File: config.mk
export PLATFORM = sky130hd
export DESIGN_NAME = mcpu_ctrl
export DESIGN_NICKNAME = d
export VERILOG_FILES = /design/src/rtl/mcpu_ctrl.sv
export SDC_FILE = /design/constraint.sdc
export NUM_CORES = 1
export LEC_CHECK = 0
export CAP_MARGIN = 20
export CORE_AREA = 2 2 50 52
export CTS_BUF_LIST = sky130_fd_sc_hd__clkbuf_4 sky130_fd_sc_hd__clkbuf_8 sky130_fd_sc_hd__clkbuf_16
export DETAILED_ROUTE_END_ITERATION = 16
export DIE_AREA = 0 0 52 54
export GPL_TIMING_DRIVEN = 0
export PLACE_DENSITY = 0.95
export REMOVE_ABC_BUFFERS = 1
export SYNTH_ARGS = -nofsm -noshare
export SYNTH_HDL_FRONTEND = slang
export SYNTH_SLANG_ARGS = --single-unit
File: constraint.sdc
create_clock -name clk -period 5.43 [get_ports clk]
set_clock_uncertainty 0.15 [all_clocks]
set_input_delay 1.086 -clock clk [delete_from_list [all_inputs] [get_ports clk]]
set_output_delay 1.086 -clock clk [all_outputs]
set_load 0.02 [all_outputs]
File: src/rtl/mcpu_ctrl.sv
// Multi-cycle RV32I control unit: walks each instruction through fetch/decode/execute/memory/writeback
// and decodes the datapath controls from the current state, the IR fields and MIO_ready.
module mcpu_ctrl #(
    parameter int unsigned WAIT_MAX     = 15,
    parameter int unsigned CNT_W        = 4,
    parameter bit          ILLEGAL_TRAP = 1'b1
) (
    input  logic       clk,
    input  logic       rst,
    input  logic       MIO_ready,
    input  logic [4:0] OPcode,
    input  logic [2:0] Fun3,
    input  logic       Fun7,
    output logic       PCWrite,
    output logic       PCWriteCond,
    output logic       BranchN,
    output logic       IRWrite,
    output logic       RegWrite,
    output logic       MemRW,
    output logic       CPU_MIO,
    output logic [1:0] ALUSrc_A,
    output logic [1:0] ALUSrc_B,
    output logic [2:0] ImmSel,
    output logic [1:0] MemtoReg,
    output logic [1:0] PCSource,
    output logic [3:0] ALU_Control,
    output logic [3:0] state,
    output logic       bus_err
);

    typedef enum logic [3:0] {
        S_IF     = 4'd0,
        S_ID     = 4'd1,
        S_EX     = 4'd2,
        S_WB_ALU = 4'd3,
        S_MA     = 4'd4,
        S_MEM_RD = 4'd5,
        S_MEM_WR = 4'd6,
        S_WB_LD  = 4'd7,
        S_BR     = 4'd8,
        S_JMP    = 4'd9,
        S_TRAP   = 4'd10
    } state_t;

    localparam logic [4:0] OP_R      = 5'b01100;
    localparam logic [4:0] OP_I      = 5'b00100;
    localparam logic [4:0] OP_LUI    = 5'b01101;
    localparam logic [4:0] OP_AUIPC  = 5'b00101;
    localparam logic [4:0] OP_LOAD   = 5'b00000;
    localparam logic [4:0] OP_STORE  = 5'b01000;
    localparam logic [4:0] OP_BRANCH = 5'b11000;
    localparam logic [4:0] OP_JAL    = 5'b11011;
    localparam logic [4:0] OP_JALR   = 5'b11001;

    localparam logic [3:0] ALU_ADD  = 4'b0000;
    localparam logic [3:0] ALU_SUB  = 4'b1000;
    localparam logic [3:0] ALU_SLT  = 4'b0010;
    localparam logic [3:0] ALU_SLTU = 4'b0011;

    localparam logic [1:0] SRC_A_PC    = 2'd0;
    localparam logic [1:0] SRC_A_RS1   = 2'd1;
    localparam logic [1:0] SRC_A_OLDPC = 2'd2;
    localparam logic [1:0] SRC_B_RS2   = 2'd0;
    localparam logic [1:0] SRC_B_IMM   = 2'd1;
    localparam logic [1:0] SRC_B_FOUR  = 2'd2;

    localparam logic [2:0] IMM_I = 3'd0;
    localparam logic [2:0] IMM_S = 3'd1;
    localparam logic [2:0] IMM_B = 3'd2;
    localparam logic [2:0] IMM_J = 3'd3;
    localparam logic [2:0] IMM_U = 3'd4;

    // Where an unsupported opcode or branch Fun3 goes.
    localparam state_t BAD_OP_NEXT = ILLEGAL_TRAP ? S_TRAP : S_IF;

    state_t           state_q;
    state_t           state_d;
    logic [CNT_W-1:0] wait_cnt;
    logic             mem_phase;
    logic             wait_expired;

    assign state        = state_q;
    assign mem_phase    = (state_q == S_IF) || (state_q == S_MEM_RD) || (state_q == S_MEM_WR);
    assign wait_expired = !MIO_ready && (wait_cnt == CNT_W'(WAIT_MAX - 1));

    // State, wait-state counter and sticky timeout flag.
    always_ff @(posedge clk) begin
        if (rst) begin
            state_q  <= S_IF;
            wait_cnt <= '0;
            bus_err  <= 1'b0;
        end else begin
            state_q <= state_d;
            if (state_d != state_q) begin
                wait_cnt <= '0;
            end else if (mem_phase) begin
                wait_cnt <= wait_cnt + CNT_W'(1);
            end
            if (mem_phase && wait_expired) begin
                bus_err <= 1'b1;
            end
        end
    end

    // Next-state and datapath control decode.
    always_comb begin
        state_d     = state_q;
        PCWrite     = 1'b0;
        PCWriteCond = 1'b0;
        BranchN     = 1'b0;
        IRWrite     = 1'b0;
        RegWrite    = 1'b0;
        MemRW       = 1'b0;
        CPU_MIO     = 1'b0;
        ALUSrc_A    = SRC_A_PC;
        ALUSrc_B    = SRC_B_RS2;
        ImmSel      = IMM_I;
        MemtoReg    = 2'd0;
        PCSource    = 2'd0;
        ALU_Control = ALU_ADD;

        case (state_q)
            S_IF: begin
                CPU_MIO  = 1'b1;
                ALUSrc_B = SRC_B_FOUR;
                IRWrite  = MIO_ready;
                PCWrite  = MIO_ready;
                if (MIO_ready) begin
                    state_d = S_ID;
                end else if (wait_expired) begin
                    state_d = S_TRAP;
                end
            end
            S_ID: begin
                // Branch target is precomputed into ALUOut here.
                ALUSrc_A = SRC_A_OLDPC;
                ALUSrc_B = SRC_B_IMM;
                ImmSel   = IMM_B;
                case (OPcode)
                    OP_R, OP_I, OP_LUI, OP_AUIPC: state_d = S_EX;
                    OP_LOAD, OP_STORE:            state_d = S_MA;
                    OP_BRANCH:                    state_d = S_BR;
                    OP_JAL, OP_JALR:              state_d = S_JMP;
                    default:                      state_d = BAD_OP_NEXT;
                endcase
            end
            S_EX: begin
                state_d = S_WB_ALU;
                case (OPcode)
                    OP_R: begin
                        ALUSrc_A    = SRC_A_RS1;
                        ALU_Control = {Fun7, Fun3};
                    end
                    OP_I: begin
                        ALUSrc_A    = SRC_A_RS1;
                        ALUSrc_B    = SRC_B_IMM;
                        ALU_Control = {(Fun3 == 3'b101) ? Fun7 : 1'b0, Fun3};
                    end
                    OP_LUI: begin
                        // rs1 is forced to x0 by the datapath, giving 0 + imm.
                        ALUSrc_A = SRC_A_RS1;
                        ALUSrc_B = SRC_B_IMM;
                        ImmSel   = IMM_U;
                    end
                    OP_AUIPC: begin
                        ALUSrc_A = SRC_A_OLDPC;
                        ALUSrc_B = SRC_B_IMM;
                        ImmSel   = IMM_U;
                    end
                    default: ;
                endcase
            end
            S_WB_ALU: begin
                RegWrite = 1'b1;
                state_d  = S_IF;
            end
            S_MA: begin
                ALUSrc_A = SRC_A_RS1;
                ALUSrc_B = SRC_B_IMM;
                ImmSel   = (OPcode == OP_STORE) ? IMM_S : IMM_I;
                state_d  = (OPcode == OP_STORE) ? S_MEM_WR : S_MEM_RD;
            end
            S_MEM_RD: begin
                CPU_MIO = 1'b1;
                if (MIO_ready) begin
                    state_d = S_WB_LD;
                end else if (wait_expired) begin
                    state_d = S_TRAP;
                end
            end
            S_MEM_WR: begin
                CPU_MIO = 1'b1;
                MemRW   = 1'b1;
                if (MIO_ready) begin
                    state_d = S_IF;
                end else if (wait_expired) begin
                    state_d = S_TRAP;
                end
            end
            S_WB_LD: begin
                RegWrite = 1'b1;
                MemtoReg = 2'd1;
                state_d  = S_IF;
            end
            S_BR: begin
                ALUSrc_A    = SRC_A_RS1;
                PCSource    = 2'd1;
                PCWriteCond = 1'b1;
                state_d     = S_IF;
                case (Fun3)
                    3'b000: ALU_Control = ALU_SUB;
                    3'b001: begin
                        ALU_Control = ALU_SUB;
                        BranchN     = 1'b1;
                    end
                    3'b100: begin
                        ALU_Control = ALU_SLT;
                        BranchN     = 1'b1;
                    end
                    3'b101: ALU_Control = ALU_SLT;
                    3'b110: begin
                        ALU_Control = ALU_SLTU;
                        BranchN     = 1'b1;
                    end
                    3'b111: ALU_Control = ALU_SLTU;
                    default: begin
                        PCWriteCond = 1'b0;
                        state_d     = BAD_OP_NEXT;
                    end
                endcase
            end
            S_JMP: begin
                RegWrite = 1'b1;
                MemtoReg = 2'd2;
                PCWrite  = 1'b1;
                ALUSrc_B = SRC_B_IMM;
                state_d  = S_IF;
                if (OPcode == OP_JAL) begin
                    ALUSrc_A = SRC_A_OLDPC;
                    ImmSel   = IMM_J;
                end else begin
                    ALUSrc_A = SRC_A_RS1;
                end
            end
            S_TRAP: ;
            default: state_d = S_IF;
        endcase

        // No write or bus request may escape while reset is held.
        if (rst) begin
            PCWrite     = 1'b0;
            PCWriteCond = 1'b0;
            IRWrite     = 1'b0;
            RegWrite    = 1'b0;
            MemRW       = 1'b0;
            CPU_MIO     = 1'b0;
        end
    end

endmodule

==> metrics.txt, run 1 <==
drt drc=0; # resized after CTS=0; met3 WL post-DR=between 200 and 250 um; Worst Hold Class=reg2reg; outcome=finished, final reports clean; Least-Margin Pin Slew=~750 ps; Root Buffer=clkbuf_4; Placed Area=between 1000 and 1500 sq um; CTS hold repair buffers=0; Post-synth ARST share=0%; final core occ=between 60% and 70%; Worst-path clk slew=roughly 60 ps; final period utilization=between 70 and 80%; setup violators final=0; Leak=approximately 0.52 nW; EDFF count, synth=0; Top Layer Used=met4; CP peak stage delay=640 ps; crit path DAT=around 3100 ps; sequential area share after synthesis=between 10% and 20%; core area=between 2000 and 2500 sq um; drt total wl=about 3000 um; met2 WL=between 1500 and 2000 um; Starting Density=45.6%; Ys Warns=0; # H-tree levels=1; Die Wd=52 um; fmax=approximately 230 MHz; layout cells sized above 1=under 10%; via count=1,272; WL met1=between 1000 and 1500 um; initial drt markers=51; final net count=194; CP Data Required Time=4190 ps; fin cells=around 210; largest fanout on the critical path=5; n_diodes=0; WL/cell=about 14 um; io pins=39; Synth Area per Inst=about 7.2 sq um; Syn Inst Count=between 100 and 150; Clock Tree Buf Depth=2; Setup Total Neg Slack=0 ps; P&R area growth vs syn=36.5%; Placed Instances=205; Synth Cell Area=about 1100 sq um; CTS tree=built; PnR worst setup slack=approximately 1100 ps; GPL Wtd Cong=just over 0.8; largest net degree at the start of global routing=23; top_reg_cell synth=dfxtp_1; Yosys reg bits=9; post-route ant nets=0; Critical Path Most Common Cell=clkdlybuf4s50_1; Netlist cell types=54; vias in the first global route=approximately 1,100; Power Dens Cells=between 200 and 250 nW/um^2; Design Area, Final=~1400 sq um; fin. max-slew vios=0; crit start category=input pin; port buffer count=37; CTS sink cnt=9; Final HPWL DP=around 2300 um; max cap viols=0; CP max-delay cell=clkdlybuf4s50_1; DR vias/cell=between 6 and 7; Period minus WS final=between 4000 and 5000 ps; pre-CTS setup slack=roughly 1200 ps; cts bufs inserted=3; kind of end point of the critical path=output port; unrepaired setup endpoints after global routing=no; initial antenna violation count=0; Slew headroom=between 40% and 50%; hold violation count in the final report=0; die area=2810 sq um; maximum vdd drop=between 0.00015 and 0.0002 V; Post-CTS Setup Repair Bufs=0; first-pass GRT wire length=4640 um; Overall Global Routing Usage=21.7%; WS Path Type=in2out; worst skew pair latency=approximately 260 ps; router iterations before antenna repair=4; Overflow after GRT=0; Cell Chain, Critical Path=clkdlybuf4s50_1, nor3_1, nand2_1, o21ai_0, clkdlybuf4s50_1; Die Ht=between 50 and 60 um; # rows=18
-- metrics by stage --
stage                     hold slack (ps)  power (mW)
after detailed placement              316       0.298
final                                 323       0.357
after global routing                  350       0.379
after CTS                             331       0.356
after floorplan                       390       0.220
after global placement                303       0.290
-- report_power, final --
| part | total, mW | internal, mW | switching, mW | leakage [nW] |
|---|---|---|---|---|
| registers | 0.0994 | 0.0730 | 0.0264 | 0.0732 |
| logic | 0.200 | 0.0944 | 0.105 | 0.432 |
| clock network | 0.0577 | 0.0334 | 0.0243 | 0.0184 |
| total | 0.357 | 0.201 | 0.156 | 0.524 |
-- area by class of cell --
type	count	area (sq um)
multi-input cells	122	801
repair buffers	37	370
flip-flops and latches	9	180
fillers	205	875
clock buffers	4	30.0
inverters	7	26.3
well taps	30	37.5
-- cells in the mapped netlist, drive strengths merged (4+ instances only) --
library cell | n | share of area (%)
inv | 7 | 2.5
o21ai | 8 | 3.8
dfxtp | 9 | 17
nor2 | 16 | 5.7
a21oi | 7 | 3.3
nand2 | 11 | 3.9
buf | 8 | 4.5
nor2b | 9 | 5.3
nor3 | 10 | 4.7
nand2b | 4 | 2.4
-- placed cells by master (no fill, tap or decap), types with 3 or more instances in the layout --
| master | Yosys | layout |
|---|---|---|
| clkdlybuf4s50_1 | 0 | 37 |
| nor2_1 | 16 | 16 |
| nand2_1 | 11 | 11 |
| nor3_1 | 10 | 10 |
| nor2b_1 | 9 | 9 |
| dfxtp_1 | 9 | 9 |
| inv_1 | 7 | 7 |
| a21oi_1 | 7 | 7 |
| o21ai_0 | 7 | 7 |
| nand2b_1 | 4 | 4 |
| clkbuf_4 | 0 | 4 |
| nand3_1 | 3 | 3 |
| and2_1 | 3 | 3 |
| xnor2_1 | 3 | 3 |
-- kinds of logic after synthesis --
group | synth area share, %
compound gates | 31.2
xor+xnor | 3.31
fa+ha+maj | 2.36
buf+inv | 7.33
flops | 17.0
mux | 1.89
other cells | 0.354
simple gates | 36.5
-- critical path: cells and delay by family --
family	cells	cell delay (ps)
compound gates	1	210
buf+inv	2	1120
simple gates	2	660
-- final timing paths --
check | slack (ps) | endpoint | startpoint | cells past startpoint
worst max-delay path | 1110 | ImmSel[0] | OPcode[1] | 5
worst min-delay path | 320 | bus_err | bus_err | 2
worst max register to register | 3040 | wait_cnt[1] | state[0] | 5
worst min register to register | 320 | bus_err | bus_err | 2
-- routing by layer --
metal / up-vias / GRT usage, %
met1: 579 / 25.4
met4: 0 / 6.58
li1: 610 / -
met3: 14 / 5.28
met2: 69 / 38.8
met5: - / 0
-- state kept, by name, indices dropped and copies added (netlist names) --
signal and cells:
bus_err 1, wait_cnt 4, state 4
(Power assumes the default switching activity.)
==> run 2: changes to the inputs <==
CORE_AREA = 2 2 55 57   (was 2 2 50 52)
DIE_AREA = 0 0 57 59   (was 0 0 52 54)
PLACE_DENSITY = 0.86   (was 0.95)
clock period = 3.85 ns   (was 5.43 ns; I/O delays follow)
==> run 2 against run 1 <==
Effect of this change:
- core utilization is 8.9 points lower
- critical path depth is 1 higher
- critical path type unchanged
- design area hardly changed
- hold slack better by 1.8 ps
- sequential share of layout area hardly changed
- setup slack worse by 860 ps
==> metrics.txt, run 2 (same netlist as run 1, synthesis figures left out) <==
# H-tree levels=1 (unchanged); Overall Global Routing Usage=16.4% (-5.2 points); Period minus WS final=3600 ps; largest fanout on the critical path=5 (unchanged); Final HPWL DP=2170 um (-3.8%); core area=2710 sq um (+17%); Worst-path clk slew=60 ps (about the same); setup violators final=0 (unchanged); router iterations before antenna repair=4 (unchanged); fin. max-slew vios=0 (unchanged); Psw=214 uW (+37%); Clock Tree Buf Depth=2 (unchanged); Starting Density=39.1% (-6.6 points); crit path DAT=2680 ps (-400 ps); final net count=194 (unchanged); CTS sink cnt=9 (unchanged); initial antenna violation count=0 (unchanged); first-pass GRT wire length=4510 um (-2.8%); # rows=19 (+1); Combinational Power Share=56.3% (+0.4 points); maximum vdd drop=0.000186 V (-6.0%); gr busiest metal=met2; hold violation count in the final report=0 (unchanged); Die Ht=59 um (+9.3%); crit start category=input pin; port buffer count=37 (unchanged); worst hold slack=325 ps (+1.82 ps); Power Dens Cells=343 nW/um^2 (+39%); layout cells sized above 1=5.03% (unchanged); fmax=278 MHz; CTS tree=built; kind of end point of the critical path=output port; internal power=283 uW (+41%); Placed Instances=206 (+0.49%); met2 GRT Util=27.1% (-12 points); grt met1 use=24.0% (-1.4 points); outcome=finished, final reports clean; unrepaired setup endpoints after global routing=no; Sw Ratio=43.0% (-0.69 points); Overflow after GRT=0 (unchanged); most frequent cells in the layout=37 x clkdlybuf4s50_1, 16 x nor2_1, 11 x nand2_1, 10 x nor3_1; share of power burned in registers=27.9% (about the same); final period utilization=around 94%; GPL Wtd Cong=0.837 (+0.71%); Root Buffer=clkbuf_4; via count=1,174 (-7.7%); post-route ant nets=0 (unchanged); WL/cell=13.4 um (-6.3%); CP Data Required Time=2930 ps (-1260 ps); Least-Margin Pin Slew=760 ps (+10.7 ps); Worst Hold Class=reg2reg; max cap viols=0 (unchanged); clock share of power=15.8% (-0.4 points); WS Path Type=in2out; fin cells=210 (+0.48%); # resized after CTS=0 (unchanged); n_diodes=0 (unchanged); io pins=39 (unchanged); Filler Cell Count=262 (+28%); Die Wd=57 um (+9.6%); DR vias/cell=5.59 (-8.1%); drt total wl=2810 um (-5.8%); Setup Total Neg Slack=0 ps (unchanged); cts bufs inserted=3 (unchanged); Post-CTS Setup Repair Bufs=0 (unchanged); largest net degree at the start of global routing=23 (unchanged); drt drc=0 (unchanged); most common cell after layout, fill and taps aside=clkdlybuf4s50_1; worst skew pair latency=260 ps (about the same); met3 Track Usage GR=1.75% (-3.5 points); vias in the first global route=1,010 (-8.1%); initial drt markers=34 (-33%); Leak=0.524 nW (unchanged); P&R area growth vs syn=36.6% (about the same); Slew headroom=49.2% (-0.71 points); die area=3360 sq um (+20%); CTS hold repair buffers=0 (unchanged)
[run 2: path summary, 6_finish.rpt]
path	from	endpoint	slack [ps]	depth (start not counted)
worst max-delay path	OPcode[1]	ALU_Control[3]	250	6
worst min-delay path	bus_err	bus_err	330	2
worst max register to register	state[0]	wait_cnt[1]	1480	5
worst min register to register	bus_err	bus_err	330	2
[run 2: per-stage QoR]
step | setup WS, ps | instance area, sq um | utilization, % | total power [mW]
after global placement | 272 | 1420 | 52.3 | 0.413
after CTS | 248 | 1450 | 53.4 | 0.499
after floorplan | 966 | 1010 | - | 0.311
final | 250 | 1450 | 53.4 | 0.496
after global routing | 99.7 | 1450 | 53.4 | 0.534
after detailed placement | 260 | 1420 | 52.3 | 0.419
[run 2: area by class of cell]
type                       count  area, sq um  share of cell area [%]
multi-input combinational    122          801                    55.4
sequential                     9          180                    12.5
clock buffer                   4         30.0                    2.08
inverter                       7         26.3                    1.82
timing repair buffer          37          370                    25.6
tap                           31         38.8                    2.68
[run 2: layer usage]
| layer | share of wire (%) | vias up |
|---|---|---|
| met1 | 48 | 536 |
| met4 | 0 | 0 |
| met5 | 0 | - |
| li1 | - | 610 |
| met3 | 4.2 | 0 |
| met2 | 47 | 28 |
[run 2: critical path: stages]
cell             delay (ps)
clkdlybuf4s50_1         460
nor2_1                  170
nand4_1                 210
nor2_1                  270
a32o_1                  200
clkdlybuf4s50_1         590
[run 2: power by group through the flow]
stage / clock (mW) / sequential (mW) / combinational (mW)
floorplan: 0 / 0.138 / 0.173
global placement: 0 / 0.139 / 0.274
detailed placement: 0 / 0.140 / 0.280
CTS: 0.0805 / 0.138 / 0.280
global route: 0.0881 / 0.142 / 0.304
finish: 0.0786 / 0.138 / 0.279
==> patch: new RTL, settings of run 2 <==
The parameter `ILLEGAL_TRAP` goes from 1'b1 to 1'b0.
--- a/src/rtl/mcpu_ctrl.sv
+++ b/src/rtl/mcpu_ctrl.sv
@@ -3,7 +3,7 @@
 module mcpu_ctrl #(
     parameter int unsigned WAIT_MAX     = 15,
     parameter int unsigned CNT_W        = 4,
-    parameter bit          ILLEGAL_TRAP = 1'b1
+    parameter bit          ILLEGAL_TRAP = 1'b0
 ) (
     input  logic       clk,
     input  logic       rst,
Function: changed (a bounded check fails within 4 cycles, from zero or initial values and one cycle with rst high).
==> patch against run 2 <==
Register-to-register slack is essentially flat; wire length grew 8.0%; power grew 42%; combinational power grew 61%; non-clock buffer count is the same; cell area is essentially flat; synthesized area shrank 0.47%; sequential cell count is the same; worst setup slack lost 0.12 ns; final cell count grew 0.95%; synthesized cell count is the same; hold slack lost 0.0034 ns; critical path type unchanged.
==> patch: results (changes against run 2) <==
metric	value	unit	change
synth_cell_types	56		+3.7%
pre_cts_ws	-0.0606	ns	-0.321 ns
pg_seq	171	uW	+24%
seq_area_frac_synth	0.171		+0.000809
p_sw	339	uW	+59%
cts_resized	1		+1
cts_max_level	1		unchanged
ir_drop	0.000311	V	+68%
drive_gt1_frac	0.0884		+0.0381
met3WireLength	245	um	+110%
synthAdderAreaFrac	0.0238		+0.000112
worstHoldStart	bus_err		
drt-initial-drc-count	32		-5.9%
synth_mux_area_frac	0.0297		+0.0108
final_nets	196		+1.0%
whs	0.322	ns	-0.00338 ns
via_per_inst	5.81		+3.9%
synth_most_common_cell	nor2_1		
r2r_start	state[2]		
drt-met1-wl	1350	um	-1.0%
grt_pass1_wl	5050	um	+12%
synth_area_leaders	dfxtp_1, nor2_1, nand2_1		
critPathTopFamily	buffers and inverters		
r2r-end	wait_cnt[2]		
crit_path_max_incr_delay	0.65	ns	+0.06 ns
grt_pass1_vias	1089		+7.8%
clockPowerShare	0.119		-0.039
tightest_slew	0.781	ns	+0.0204 ns
dp_hpwl	2250	um	+3.7%
cp-startpoint	OPcode[3]		
synth_commonest_cells	nor2_1, nand2_1, dfxtp_1		
worst_ep_arrival_time	2.80	ns	+0.12 ns
synth-xor-area-share	0.0166		-0.0165
vias	1231		+4.9%
multi_input_area	793	um2	-0.94%
grt_use_met2	0.300		+0.0296
synth.avg_cell_area	7.17	um2	-0.47%
status	finished, final reports clean		
use_met1	0.263		+0.0235
grt_max_degree	25		+8.7%
dp.cells	208		+0.97%
setup.worst_path.end	ImmSel[1]		
top_layer	met4		
wl_met2	1390	um	+4.2%
wl	3040	um	+8.0%
gr-usage-all-layers	0.190		+0.0259
gp_congestion	0.873		+4.3%
p_sw_frac	0.481		+0.0514
leakage	0.000538	uW	+2.8%
[patch: cell count changes in the layout (fill, tap and decap cells not counted), sizes merged, moves of 3 or more]
cell,before,now
nand2,11,17
nor2b,9,5
o21ai,8,4
a311oi,3,0
nand3,3,6
nor3,10,7
[patch: area by class of cell]
| cell class | instances | share of cell area |
|---|---|---|
| Clock buffer | 4 | 0.0208 |
| Multi-Input combinational cell | 123 | 0.549 |
| Inverter | 8 | 0.0208 |
| Sequential cell | 9 | 0.125 |
| Tap cell | 31 | 0.0268 |
| Timing Repair Buffer | 37 | 0.258 |
[patch: logic make-up (layout without fill, tap and decap cells)]
| logic type | after synthesis | count (layout) |
|---|---|---|
| other | 1 | 1 |
| buffers and inverters | 15 | 49 |
| xor gates and xnor gates | 2 | 2 |
| and+or+nand+nor | 80 | 80 |
| DFF | 9 | 9 |
| adders and majority gates | 2 | 2 |
| muxes | 3 | 3 |
| AOI/OAI and AO/OA | 35 | 35 |
